===== src/rtl/ioctl_pkg.sv =====
// Shared definitions for the ioctl upload (HPS read-back) path.
// Holds the FSM encoding, bus widths and the well-known upload indices.
package ioctl_pkg;

    localparam int         IOCTL_ADDR_W    = 25;
    localparam logic [7:0] IOCTL_FILL_BYTE = 8'hFF;

    localparam logic [7:0] IOCTL_IDX_ROM   = 8'd0;
    localparam logic [7:0] IOCTL_IDX_NVRAM = 8'd4;

    typedef enum logic [1:0] {
        ST_IDLE  = 2'd0,
        ST_REQ   = 2'd1,
        ST_DRAIN = 2'd2
    } ioctl_state_e;

endpackage


===== src/rtl/ioctl_upload_server_if.sv =====
// Bundle of the hps_io upload signals and the save-RAM read side port.
// slave = the upload server, master = everything around it.
interface ioctl_upload_server_if #(
    parameter int ADDR_W = 10
);
    import ioctl_pkg::*;

    logic                    ioctl_upload;
    logic [7:0]              ioctl_index;
    logic                    ioctl_rd;
    logic [IOCTL_ADDR_W-1:0] ioctl_addr;
    logic [7:0]              ioctl_din;
    logic                    ioctl_wait;

    logic                    ram_req;
    logic [ADDR_W-1:0]       ram_addr;
    logic                    ram_ack;
    logic [7:0]              ram_data;

    logic                    upload_active;
    logic [ADDR_W:0]         byte_count;

    modport slave (
        input  ioctl_upload, ioctl_index, ioctl_rd, ioctl_addr, ram_ack, ram_data,
        output ioctl_din, ioctl_wait, ram_req, ram_addr, upload_active, byte_count
    );

    modport master (
        output ioctl_upload, ioctl_index, ioctl_rd, ioctl_addr, ram_ack, ram_data,
        input  ioctl_din, ioctl_wait, ram_req, ram_addr, upload_active, byte_count
    );

endinterface


===== src/rtl/ioctl_upload_server.sv =====
// Answers hps_io upload byte reads from a core-side save RAM via a req/ack port,
// holding the HPS off with ioctl_wait until the byte (or a fill byte) is ready.
module ioctl_upload_server
    import ioctl_pkg::*;
#(
    parameter logic [7:0] UPLOAD_INDEX = IOCTL_IDX_NVRAM,
    parameter int         ADDR_W       = 10,
    parameter int         SIZE         = 1024,
    parameter int         TIMEOUT      = 255
) (
    input  logic                   clk_sys,
    input  logic                   reset_n,
    ioctl_upload_server_if.slave   bus
);

    localparam int TW = $clog2(TIMEOUT + 1);
    localparam logic [IOCTL_ADDR_W-1:0] SIZE_L = IOCTL_ADDR_W'(SIZE);

    localparam logic [1:0] IDLE  = ST_IDLE;
    localparam logic [1:0] REQ   = ST_REQ;
    localparam logic [1:0] DRAIN = ST_DRAIN;

    logic [1:0]        state_q, state_d;
    logic [TW-1:0]     timer_q, timer_d;
    logic [7:0]        din_q, din_d;
    logic              req_q, req_d;
    logic [ADDR_W-1:0] addr_q, addr_d;
    logic [ADDR_W:0]   cnt_q, cnt_d;
    logic              act_q, act_dly_q;

    logic strobe, hit, timed_out, busy;
    logic [ADDR_W:0] cnt_inc;

    assign strobe    = bus.ioctl_rd & bus.ioctl_upload & (state_q == IDLE);
    assign hit       = (bus.ioctl_index == UPLOAD_INDEX) && (bus.ioctl_addr < SIZE_L);
    assign timed_out = (timer_q == TW'(TIMEOUT));
    assign cnt_inc   = (cnt_q == '1) ? cnt_q : cnt_q + 1'b1;

    // Wait must follow ioctl_upload combinationally so an aborted session releases the HPS at once.
    assign busy           = (state_q != IDLE) & bus.ioctl_upload;
    assign bus.ioctl_wait = busy | strobe;

    always_comb begin
        state_d = state_q;
        timer_d = timer_q;
        din_d   = din_q;
        req_d   = req_q;
        addr_d  = addr_q;
        cnt_d   = cnt_q;
        case (state_q)
            IDLE: begin
                if (strobe) begin
                    if (hit) begin
                        addr_d  = bus.ioctl_addr[ADDR_W-1:0];
                        req_d   = 1'b1;
                        timer_d = '0;
                        state_d = REQ;
                    end else begin
                        din_d = IOCTL_FILL_BYTE;
                    end
                end
            end
            REQ: begin
                timer_d = timer_q + 1'b1;
                if (!bus.ioctl_upload) begin
                    // Session aborted: a response landing this cycle is simply dropped.
                    if (bus.ram_ack || timed_out) begin
                        req_d   = 1'b0;
                        state_d = IDLE;
                    end else begin
                        state_d = DRAIN;
                    end
                end else if (bus.ram_ack) begin
                    din_d   = bus.ram_data;
                    req_d   = 1'b0;
                    cnt_d   = cnt_inc;
                    state_d = IDLE;
                end else if (timed_out) begin
                    din_d   = IOCTL_FILL_BYTE;
                    req_d   = 1'b0;
                    cnt_d   = cnt_inc;
                    state_d = IDLE;
                end
            end
            DRAIN: begin
                timer_d = timer_q + 1'b1;
                if (bus.ram_ack || timed_out) begin
                    req_d   = 1'b0;
                    state_d = IDLE;
                end
            end
            default: begin
                req_d   = 1'b0;
                state_d = IDLE;
            end
        endcase
        // A new session starts counting from zero; takes priority over any increment.
        if (act_q && !act_dly_q) cnt_d = '0;
    end

    always_ff @(posedge clk_sys or negedge reset_n) begin
        if (!reset_n) begin
            state_q   <= IDLE;
            timer_q   <= '0;
            din_q     <= IOCTL_FILL_BYTE;
            req_q     <= 1'b0;
            addr_q    <= '0;
            cnt_q     <= '0;
            act_q     <= 1'b0;
            act_dly_q <= 1'b0;
        end else begin
            state_q   <= state_d;
            timer_q   <= timer_d;
            din_q     <= din_d;
            req_q     <= req_d;
            addr_q    <= addr_d;
            cnt_q     <= cnt_d;
            act_q     <= bus.ioctl_upload & (bus.ioctl_index == UPLOAD_INDEX);
            act_dly_q <= act_q;
        end
    end

    assign bus.ioctl_din     = din_q;
    assign bus.ram_req       = req_q;
    assign bus.ram_addr      = addr_q;
    assign bus.upload_active = act_q;
    assign bus.byte_count    = cnt_q;

endmodule

===== src/flat_wrapper.sv =====
// flat-port wrapper written by rule: the top's interface ports become plain ports
module ioctl_upload_server_flat import ioctl_pkg::*;
#(
    parameter logic [7:0] UPLOAD_INDEX = IOCTL_IDX_NVRAM,
    parameter int         ADDR_W       = 10,
    parameter int         SIZE         = 1024,
    parameter int         TIMEOUT      = 255
)
  (clk_sys, reset_n, bus_ioctl_upload, bus_ioctl_index, bus_ioctl_rd, bus_ioctl_addr, bus_ram_ack, bus_ram_data, bus_ioctl_din, bus_ioctl_wait, bus_ram_req, bus_ram_addr, bus_upload_active, bus_byte_count);
  ioctl_upload_server_if #(.ADDR_W(ADDR_W)) bus_i ();
  input  logic clk_sys;
  input  logic reset_n;
  input wire logic [$bits(bus_i.ioctl_upload)-1:0] bus_ioctl_upload;
  input wire logic [$bits(bus_i.ioctl_index)-1:0] bus_ioctl_index;
  input wire logic [$bits(bus_i.ioctl_rd)-1:0] bus_ioctl_rd;
  input wire logic [$bits(bus_i.ioctl_addr)-1:0] bus_ioctl_addr;
  input wire logic [$bits(bus_i.ram_ack)-1:0] bus_ram_ack;
  input wire logic [$bits(bus_i.ram_data)-1:0] bus_ram_data;
  output wire logic [$bits(bus_i.ioctl_din)-1:0] bus_ioctl_din;
  output wire logic [$bits(bus_i.ioctl_wait)-1:0] bus_ioctl_wait;
  output wire logic [$bits(bus_i.ram_req)-1:0] bus_ram_req;
  output wire logic [$bits(bus_i.ram_addr)-1:0] bus_ram_addr;
  output wire logic [$bits(bus_i.upload_active)-1:0] bus_upload_active;
  output wire logic [$bits(bus_i.byte_count)-1:0] bus_byte_count;
  assign bus_i.ioctl_upload = bus_ioctl_upload;
  assign bus_i.ioctl_index = bus_ioctl_index;
  assign bus_i.ioctl_rd = bus_ioctl_rd;
  assign bus_i.ioctl_addr = bus_ioctl_addr;
  assign bus_i.ram_ack = bus_ram_ack;
  assign bus_i.ram_data = bus_ram_data;
  assign bus_ioctl_din = bus_i.ioctl_din;
  assign bus_ioctl_wait = bus_i.ioctl_wait;
  assign bus_ram_req = bus_i.ram_req;
  assign bus_ram_addr = bus_i.ram_addr;
  assign bus_upload_active = bus_i.upload_active;
  assign bus_byte_count = bus_i.byte_count;
  ioctl_upload_server #(.UPLOAD_INDEX(UPLOAD_INDEX), .ADDR_W(ADDR_W), .SIZE(SIZE), .TIMEOUT(TIMEOUT)) u_core (.clk_sys(clk_sys), .reset_n(reset_n), .bus(bus_i));
endmodule

===== config.mk =====
export PLATFORM = sky130hd
export DESIGN_NAME = ioctl_upload_server_flat
export DESIGN_NICKNAME = d
export VERILOG_FILES = /design/src/rtl/ioctl_pkg.sv /design/src/rtl/ioctl_upload_server_if.sv /design/src/rtl/ioctl_upload_server.sv /design/src/flat_wrapper.sv
export SDC_FILE = /design/constraint.sdc
export NUM_CORES = 1
export LEC_CHECK = 0
export CAP_MARGIN = 5
export CORE_ASPECT_RATIO = 1.1
export CORE_MARGIN = 10
export CORE_UTILIZATION = 41
export DETAILED_ROUTE_END_ITERATION = 10
export GPL_TIMING_DRIVEN = 0
export PLACE_DENSITY_LB_ADDON = 0.2
export SLEW_MARGIN = 20
export SYNTH_ARGS = -nofsm -noshare
export SYNTH_HDL_FRONTEND = slang
export SYNTH_SLANG_ARGS = --single-unit
export TNS_END_PERCENT = 50

===== constraint.sdc =====
create_clock -name clk_sys -period 1.8 [get_ports clk_sys]
set_input_delay 0.36 -clock clk_sys [delete_from_list [all_inputs] [get_ports clk_sys]]
set_output_delay 0.36 -clock clk_sys [all_outputs]
set_load 0.02 [all_outputs]

==> out/results.md, run 1 <==
- 2.05 ns — CP arrival
- 0 — number of antenna violations at the first check in global routing
- 42 — register bit count reported by yosys
- 0 — number of antenna diodes
- 2251 — number of global-route vias before repair
- 3.04 mm — detailed-routing wirelength on met1
- 68.5% — Max-Slew Margin vs Limit
- 2 — total number of H-tree levels
- 0.00594 ns — largest clock skew in the final design
- 0.00536 mm2 — Core Footprint
- dfrtp_1 — Post-synth top flop
- 144 — Starting DRT DRC Count
- 5 — cts bufs inserted
- 0.00884 mm2 — DIE AREA
- 0.29 ns — Worst-Skew Late Latency
- 554 um — Met3 Routed Length
- 0.816 — routability-driven placement congestion ratio
- clkdlybuf4s50_1 (40), dfrtp_1 (34), buf_4 (28), nor2_1 (24), dlygate4sd2_1 (15) — highest-count cells in the layout ignoring fill and taps
- 42 — number of clock sinks
- flip-flop to flip-flop — Worst Path Class, Setup
- u_core.bus.upload_active — hold path start
- met4 — Highest Signal Layer
- flip-flop to flip-flop — class of the worst hold path
- 0.08 ns — clock-pin slew on the worst setup and hold paths
- 1.96 ns — Crit path required time
- 3.41 mm — total length of routed met2 wires
- 5.43 — mean number of vias per cell
- 531 mW/mm2 — pwr/cell area
- -0.0900 ns — Setup WS post-layout
- 7 — highest fanout seen on the critical path
- flip-flop — sort of element at the start of the critical path
- 28 — cell row count
- 4.36 mm — total half-perimeter wirelength after legalization and detailed placement
- 77 — number of input and output port buffers inserted
- -0.09 ns — setup slack of the worst register-to-register path
- finished, violations left — run status
- 32.3% — layout cell share with drive strength beyond 1
- 41.9% — effective utilization at floorplan
- u_core.timer_q[1] — start point of the critical path
- 37.9% — portion of synthesized cell area occupied by the leading cell type
- 40 — count of distinct cell types in the synthesized netlist
- 97.6 um — Die Span Y
- 0 — number of flops mapped to enable cells by yosys
- dfrtp_1 (38%), dfstp_2 (9.4%), mux2_4 (6.7%), mux2i_1 (4.0%), nor2_1 (4.0%) — largest cells by area after synthesis
- -0.878 ns — setup slack at placement
- 0.473 ns — slew of the pin with the lowest slew margin
- 2220 — total number of vias
- 0 — count of nets left with antenna violations after detail routing
- 28 — maximum number of pins on one net before global-route repair
- 78 — I/O pin count
- -1.01 ns — sum of negative setup slack
- 2020 uW — Final Power
- flip-flop — element type at the critical path end
- 0 — total congestion overflow
- 10.4 um2 — mean area per synthesized cell
- done — TritonCTS clock tree
- 69.7% — synthesis-to-finish area growth
- 2 — Max Root-Sink Buffers
- 0 — Max Transition Viols Final
- clkdlybuf4s50_1 — most frequent standard cell in the layout excluding fill and tap cells
- 1.89 ns — shortest period the worst path allows
- clkbuf_8 — cell at the root of the clock tree
- 0.00178 uW — Leakage
- u_core.timer_q[1] — source of the worst register-to-register timing path
- 47.2% — Seq/Total Area, Yosys
- 100% — share of synthesized registers carrying an async set or reset
- 0.312 mV — Max VDD drop
- u_core.act_dly_q — endpoint of the worst hold-timing path
- 215 — cell count after synthesis
- 17.7 um — wire length per cell
- 14.9% — total routing usage reported by global routing
- 7.22 mm — total wirelength of the detailed-routed design
- u_core.bus.byte_count[8] — worst reg2reg path endpoint
- 4 — count of TritonRoute iterations in the first routing pass
- 385 — final net count
- 105% — part of the cycle the worst path needs
- 7 — Register-to-Register Path Depth
- 0 — count of unresolved DRC violations after routing
- 90.6 um — die width
- 0 — Yosys warnings
- 20 — number of failing setup endpoints in the final timing report
- 11.0 mm — global-route wire length before repair
- 267 — Post-Synthesis Net Count
- 0 — final hold violation count
- dfrtp_1 — cell type contributing the most total cell area after synthesis
- 529 MHz — fmax
- 0 — Min-Delay Path Depth
- yes — RSZ-0062 raised after global routing
- negative setup slack — violated checks
- 0 — number of maximum-capacitance violations
- 0.00225 mm2 — Netlist Area Pre-Place
stage by stage:
stage          instance area [um2]  instances  hold slack (ns)  util, %
6_report                      3810        409            0.443     71.1
5_1_grt                       3810        409            0.429     71.1
4_1_cts                       3560        397            0.436     66.5
3_5_place_dp                  3130        368            0.311     58.5
3_3_place_gp                  3120        367            0.407     58.2
2_1_floorplan                 2250        215           0.0644        -
per-layer routing:
metal	vias up	GRT usage (%)
met5	-	0
met4	0	4.78
met3	26	3.79
met2	128	24.4
met1	1056	18.6
li1	1010	-
cells in the mapped netlist (all sizes together), types with 2 or more instances:
library cell	number
inv	13
nor4b	5
a21oi	3
clkbuf	4
nand4	5
buf	3
nor2b	3
nor2	24
and2	4
dfrtp	34
dfstp	8
nand2	15
mux2i	9
o31ai	5
mux2	10
nand3b	2
o21ai	9
ha	6
and3	5
o211ai	3
nand3	11
nor3	5
xnor2	9
a41oi	2
nor4	9
final cells by class:
cell class,count,area [um2]
clock inverter,2,60.1
tap,75,93.8
timing repair buffer,111,1050
clock buffer,6,82.6
multi-input combinational,154,1350
inverter,13,51.3
fill,394,1550
sequential,42,1060
buffer,6,65.1
cell families (layout without fill, tap and decap cells):
family                     Yosys count  after routing  synth area share [%]
AOI/OAI and AO/OA                   27             28                  8.02
DFF                                 42             42                  47.2
xor gates and xnor gates             9              9                  3.51
adders and majority gates            6              6                  3.34
muxes                               19             19                  10.7
and+or+nand+nor                     92             92                  23.4
buffers and inverters               20            138                  3.79
flip-flops by register name, summed over array words and instances, names as in the netlist:
name	count
u_core.bus.upload_active	1
u_core.bus.ioctl_din	8
u_core.act_dly_q	1
u_core.bus.ram_addr	10
u_core.state_q	2
u_core.timer_q	8
u_core.bus.ram_req	1
u_core.bus.byte_count	11
worst max-delay path, stage by stage (launching register included):
cell	delay, ns
dfrtp_1	0.38
ha_2	0.20
and4_4	0.25
a41oi_4	0.20
buf_4	0.21
nor4b_2	0.31
xnor2_1	0.15
nor2_1	0.05
worst max-delay path by stage:
stage	end	depth (start not counted)	slack [ns]
5_1_grt	u_core.bus.byte_count[8]	7	-0.16
6_report	u_core.bus.byte_count[8]	7	-0.09
4_1_cts	u_core.bus.ram_addr[0]	6	-0.05
3_3_place_gp	u_core.timer_q[3]	6	-0.81
3_5_place_dp	u_core.timer_q[3]	6	-0.88
2_1_floorplan	u_core.bus.ram_addr[0]	5	-0.13
report_power, final:
| group | switching (uW) | internal (uW) |
|---|---|---|
| registers | 0.0616 | 944 |
| logic | 70.8 | 98.2 |
| clock network | 320 | 591 |
what timing repair did:
item / CTS / global route
endpoints found under the setup margin: 43 / 47
pin swaps: 20 / 31
gates resized for setup: 82 / 43
setup buffers: 18 / 12
endpoints found under the hold margin: 6 / 0
gates cloned: 3 / 0
hold buffers: 1 / 0
(Power assumes the default switching activity.)
==> run 2: changes to the inputs <==
--- a/config.mk
+++ b/config.mk
@@ -5,10 +5,11 @@
 export SDC_FILE = /design/constraint.sdc
 export NUM_CORES = 1
 export LEC_CHECK = 0
+export ABC_AREA = 1
 export CAP_MARGIN = 5
 export CORE_ASPECT_RATIO = 1.1
-export CORE_MARGIN = 10
-export CORE_UTILIZATION = 41
+export CORE_MARGIN = 2
+export CORE_UTILIZATION = 42
 export DETAILED_ROUTE_END_ITERATION = 10
 export GPL_TIMING_DRIVEN = 0
 export PLACE_DENSITY_LB_ADDON = 0.2
==> run 2 against run 1 <==
Effect of this change:
- the flow now finishes without violations
- flip-flop and latch count did not move
- first-iteration DRC count fell by 35%
- total power fell by 0.55%
- final cell count rose by 15%
- utilization fell by 7.5 points
==> out/results.md, run 2 <==
- 2.83 mm — total length of routed met2 wires
- 2 — Max Root-Sink Buffers
- 0 — # hold bufs at CTS
- flip-flop to output pin — Worst Path Class, Setup
- 1.76 ns — shortest period the worst path allows
- 0.00171 uW — Leakage
- 587 mW/mm2 — pwr/cell area
- 100% — share of synthesized registers carrying an async set or reset
- 0 — number of maximum-capacitance violations
- 38.5% — Clk pwr share
- 43.8% — effective utilization at floorplan
- 0 — count of unresolved DRC violations after routing
- 29 — count of distinct cell types in the synthesized netlist
- 4.22 mm — total half-perimeter wirelength after legalization and detailed placement
- nand2_1 (79), clkdlybuf4s50_1 (63), nand3_1 (33), dfrtp_1 (33), inv_1 (32) — highest-count cells in the layout ignoring fill and taps
- 5 — cts bufs inserted
- 448 — final net count
- dfrtp_1 (36%), nand2_1 (13%), dfstp_2 (8.9%), nand3_1 (7.2%), inv_1 (5.2%) — largest cells by area after synthesis
- 36.0% — portion of synthesized cell area occupied by the leading cell type
- 19.8% — total routing usage reported by global routing
- 49.3% — sequential group share of total power
- 0.00624 mm2 — DIE AREA
- 98.0% — part of the cycle the worst path needs
- 11.7 um — wire length per cell
- 0.00477 ns — largest clock skew in the final design
- 45.3% — synthesis-to-finish area growth
- 0.00325 mm2 — Area after DPL
- 0.311 mV — Max VDD drop
- 0.00343 mm2 — Finished Cell Area
- 5.51 mm — total wirelength of the detailed-routed design
- 0.37 ns — largest stage delay on the critical path
- 359 — Post-Synthesis Net Count
- 1530 uW — cell-internal power
- 567 MHz — fmax
- complete, no violations — run status
- dfrtp_1 — cell type contributing the most total cell area after synthesis
- 0.08 ns — clock-pin slew on the worst setup and hold paths
- nand2_1 — most frequent standard cell in the layout excluding fill and tap cells
- nand2_1 — cell with the most instances after synthesis
- 2215 — total number of vias
- yes — RSZ-0062 raised after global routing
- flip-flop — sort of element at the start of the critical path
- 23.8% — switching power share of the total
- 2 — total number of H-tree levels
- 0.00116 mm2 — multi-input combinational cell area
- 0 — count of nets left with antenna violations after detail routing
- 460 — Placed Instances
- 82.6 um — Die Span Y
- inv_2 -> ha_1 -> buf_6 -> inv_2 -> nor2_2 -> nor2_2 -> buf_4 — cells along the critical path
- 307 — cell count after synthesis
- buffers and inverters — family of cells with the greatest summed delay on the critical path
- 0 — number of flops mapped to enable cells by yosys
- 9.49 mm — global-route wire length before repair
- 65.0% — Max-Slew Margin vs Limit
- 4 — buffer and inverter count on the worst path
- 0 — number of failing setup endpoints in the final timing report
- 4 — count of TritonRoute iterations in the first routing pass
- 0 — number of antenna violations at the first check in global routing
- clkbuf_8 — cell at the root of the clock tree
- 0 — Max Transition Viols Final
- 42 — number of clock sinks
- 77 — number of input and output port buffers inserted
- 7 — depth of the critical timing path with buffers and inverters included
- 0.00236 mm2 — Netlist Area Pre-Place
- dfrtp_1 — highest-delay cell along the critical path
- 0.30 ns — Worst-Skew Late Latency
- 42 — register bit count reported by yosys
- 11 — number of flip-flops in the largest register
- 1.40 ns — CP arrival
- 11 — Register-to-Register Path Depth
- nand2_1 (81), dfrtp_1 (34), nand3_1 (34), inv_1 (33), nor2_1 (32) — top cell types by occurrence after synthesis
- met4 — Highest Signal Layer
- 16.6% — layout cell share with drive strength beyond 1
- 472 — post-layout instance count excluding filler cells
- 12.2% — power share of the combinational group
- 23 — maximum number of pins on one net before global-route repair
- 7.69 um2 — mean area per synthesized cell
- 0.00540 mm2 — Core Footprint
- 0.00106 mm2 — sequential cell area in the final layout
- 480 uW — power dissipated by switching net loads
- 0 — number of antenna diodes
- output pin — element type at the critical path end
- 223 um — Met3 Routed Length
- 0.879 — routability-driven placement congestion ratio
- 8 — highest fanout seen on the critical path
- 0 — final hold violation count
- 1.44 ns — Crit path required time
- 0.525 ns — slew of the pin with the lowest slew margin
- 0 — total congestion overflow
- 28 — cell row count
- 500 — Fillers
- done — TritonCTS clock tree
- 0 — Yosys warnings
- primary input to async pin — class of the worst hold path
- 2168 — number of global-route vias before repair
- 2.37 mm — detailed-routing wirelength on met1
- dfrtp_1 — Post-synth top flop
- 75.5 um — die width
- 4.69 — mean number of vias per cell
- 78 — I/O pin count
- 44.9% — Seq/Total Area, Yosys
- 94 — Starting DRT DRC Count
## run 2: power groups by stage
stage          combinational, uW  sequential [uW]  clock (uW)
2_1_floorplan               49.5             1040           0
3_3_place_gp                 251             1010           0
3_5_place_dp                 260             1010           0
4_1_cts                      245              992         803
5_1_grt                      272              995         841
6_report                     246              991         776
## run 2: timing repair
item,in CTS,in global routing
pin swaps,0,1
gates resized for setup,15,23
buffers inserted,2,3
setup endpoints to repair,11,38
## run 2: logic make-up (layout without fill, tap and decap cells)
logic type               after synthesis  after routing  share of synthesized area [%]
AO/OA/AOI/OAI                         32             32                           7.63
XOR/XNOR                               7              7                           2.60
AND/OR/NAND/NOR                      177            177                           34.0
flip-flops                            42             42                           44.9
adder cells (fa/ha/maj)                6              6                           3.18
buffers and inverters                 43            133                           7.63
## run 2: path summary, 6_finish.rpt
| check | startpoint | endpoint | slack, ns |
|---|---|---|---|
| max | u_core.state_q[0] | bus_ioctl_wait | 0.04 |
| min | reset_n | u_core.bus.byte_count[9] | 0.03 |
| max reg2reg | u_core.state_q[0] | u_core.bus.ioctl_din[5] | 0.13 |
| min reg2reg | u_core.bus.upload_active | u_core.act_dly_q | 0.40 |
| max in group asynchronous | reset_n | u_core.bus.ioctl_din[6] | 1.21 |
| min in group clk_sys | u_core.bus.upload_active | u_core.act_dly_q | 0.40 |
## run 2: metrics by stage
stage / total power (uW) / hold slack, ns / setup TNS (ns) / worst slack (ns) / util (%)
final: 2010 / 0.0252 / 0 / 0.0357 / 63.6
after global routing: 2110 / 0.0596 / -0.214 / -0.0572 / 63.6
after CTS: 2040 / 0.0288 / 0 / 0.00679 / 62.4
after detailed placement: 1270 / 0.366 / -7.24 / -0.337 / 60.3
after global placement: 1260 / 0.390 / -35.02 / -0.759 / 59.8
after floorplan: 1090 / 0.0644 / 0 / 0.0433 / -
## run 2: area by class of cell
| class | count | area share, % |
|---|---|---|
| Sequential cell | 42 | 31.0 |
| Multi-Input combinational cell | 222 | 33.7 |
| Buffer | 6 | 1.24 |
| Timing Repair Buffer | 83 | 24.0 |
| Tap cell | 75 | 2.74 |
| Clock inverter | 3 | 1.28 |
| Inverter | 36 | 4.01 |
| Clock buffer | 5 | 2.01 |
## run 2: per-layer routing
layer | track usage [%] | up-vias
met4 | 7.37 | 0
met3 | 4.13 | 9
met1 | 24.6 | 1005
li1 | - | 1152
met2 | 33.6 | 49
met5 | 0 | -
## run 2: worst register-to-register path, cell delays in order (launching register included)
cell     delay (ns)
dfrtp_1        0.37
inv_2          0.05
ha_1           0.20
buf_6          0.14
inv_2          0.06
nor2_2         0.03
nor2_2         0.10
o21ai_0        0.14
a21oi_4        0.24
buf_4          0.16
nand3_1        0.06
nand2_1        0.07
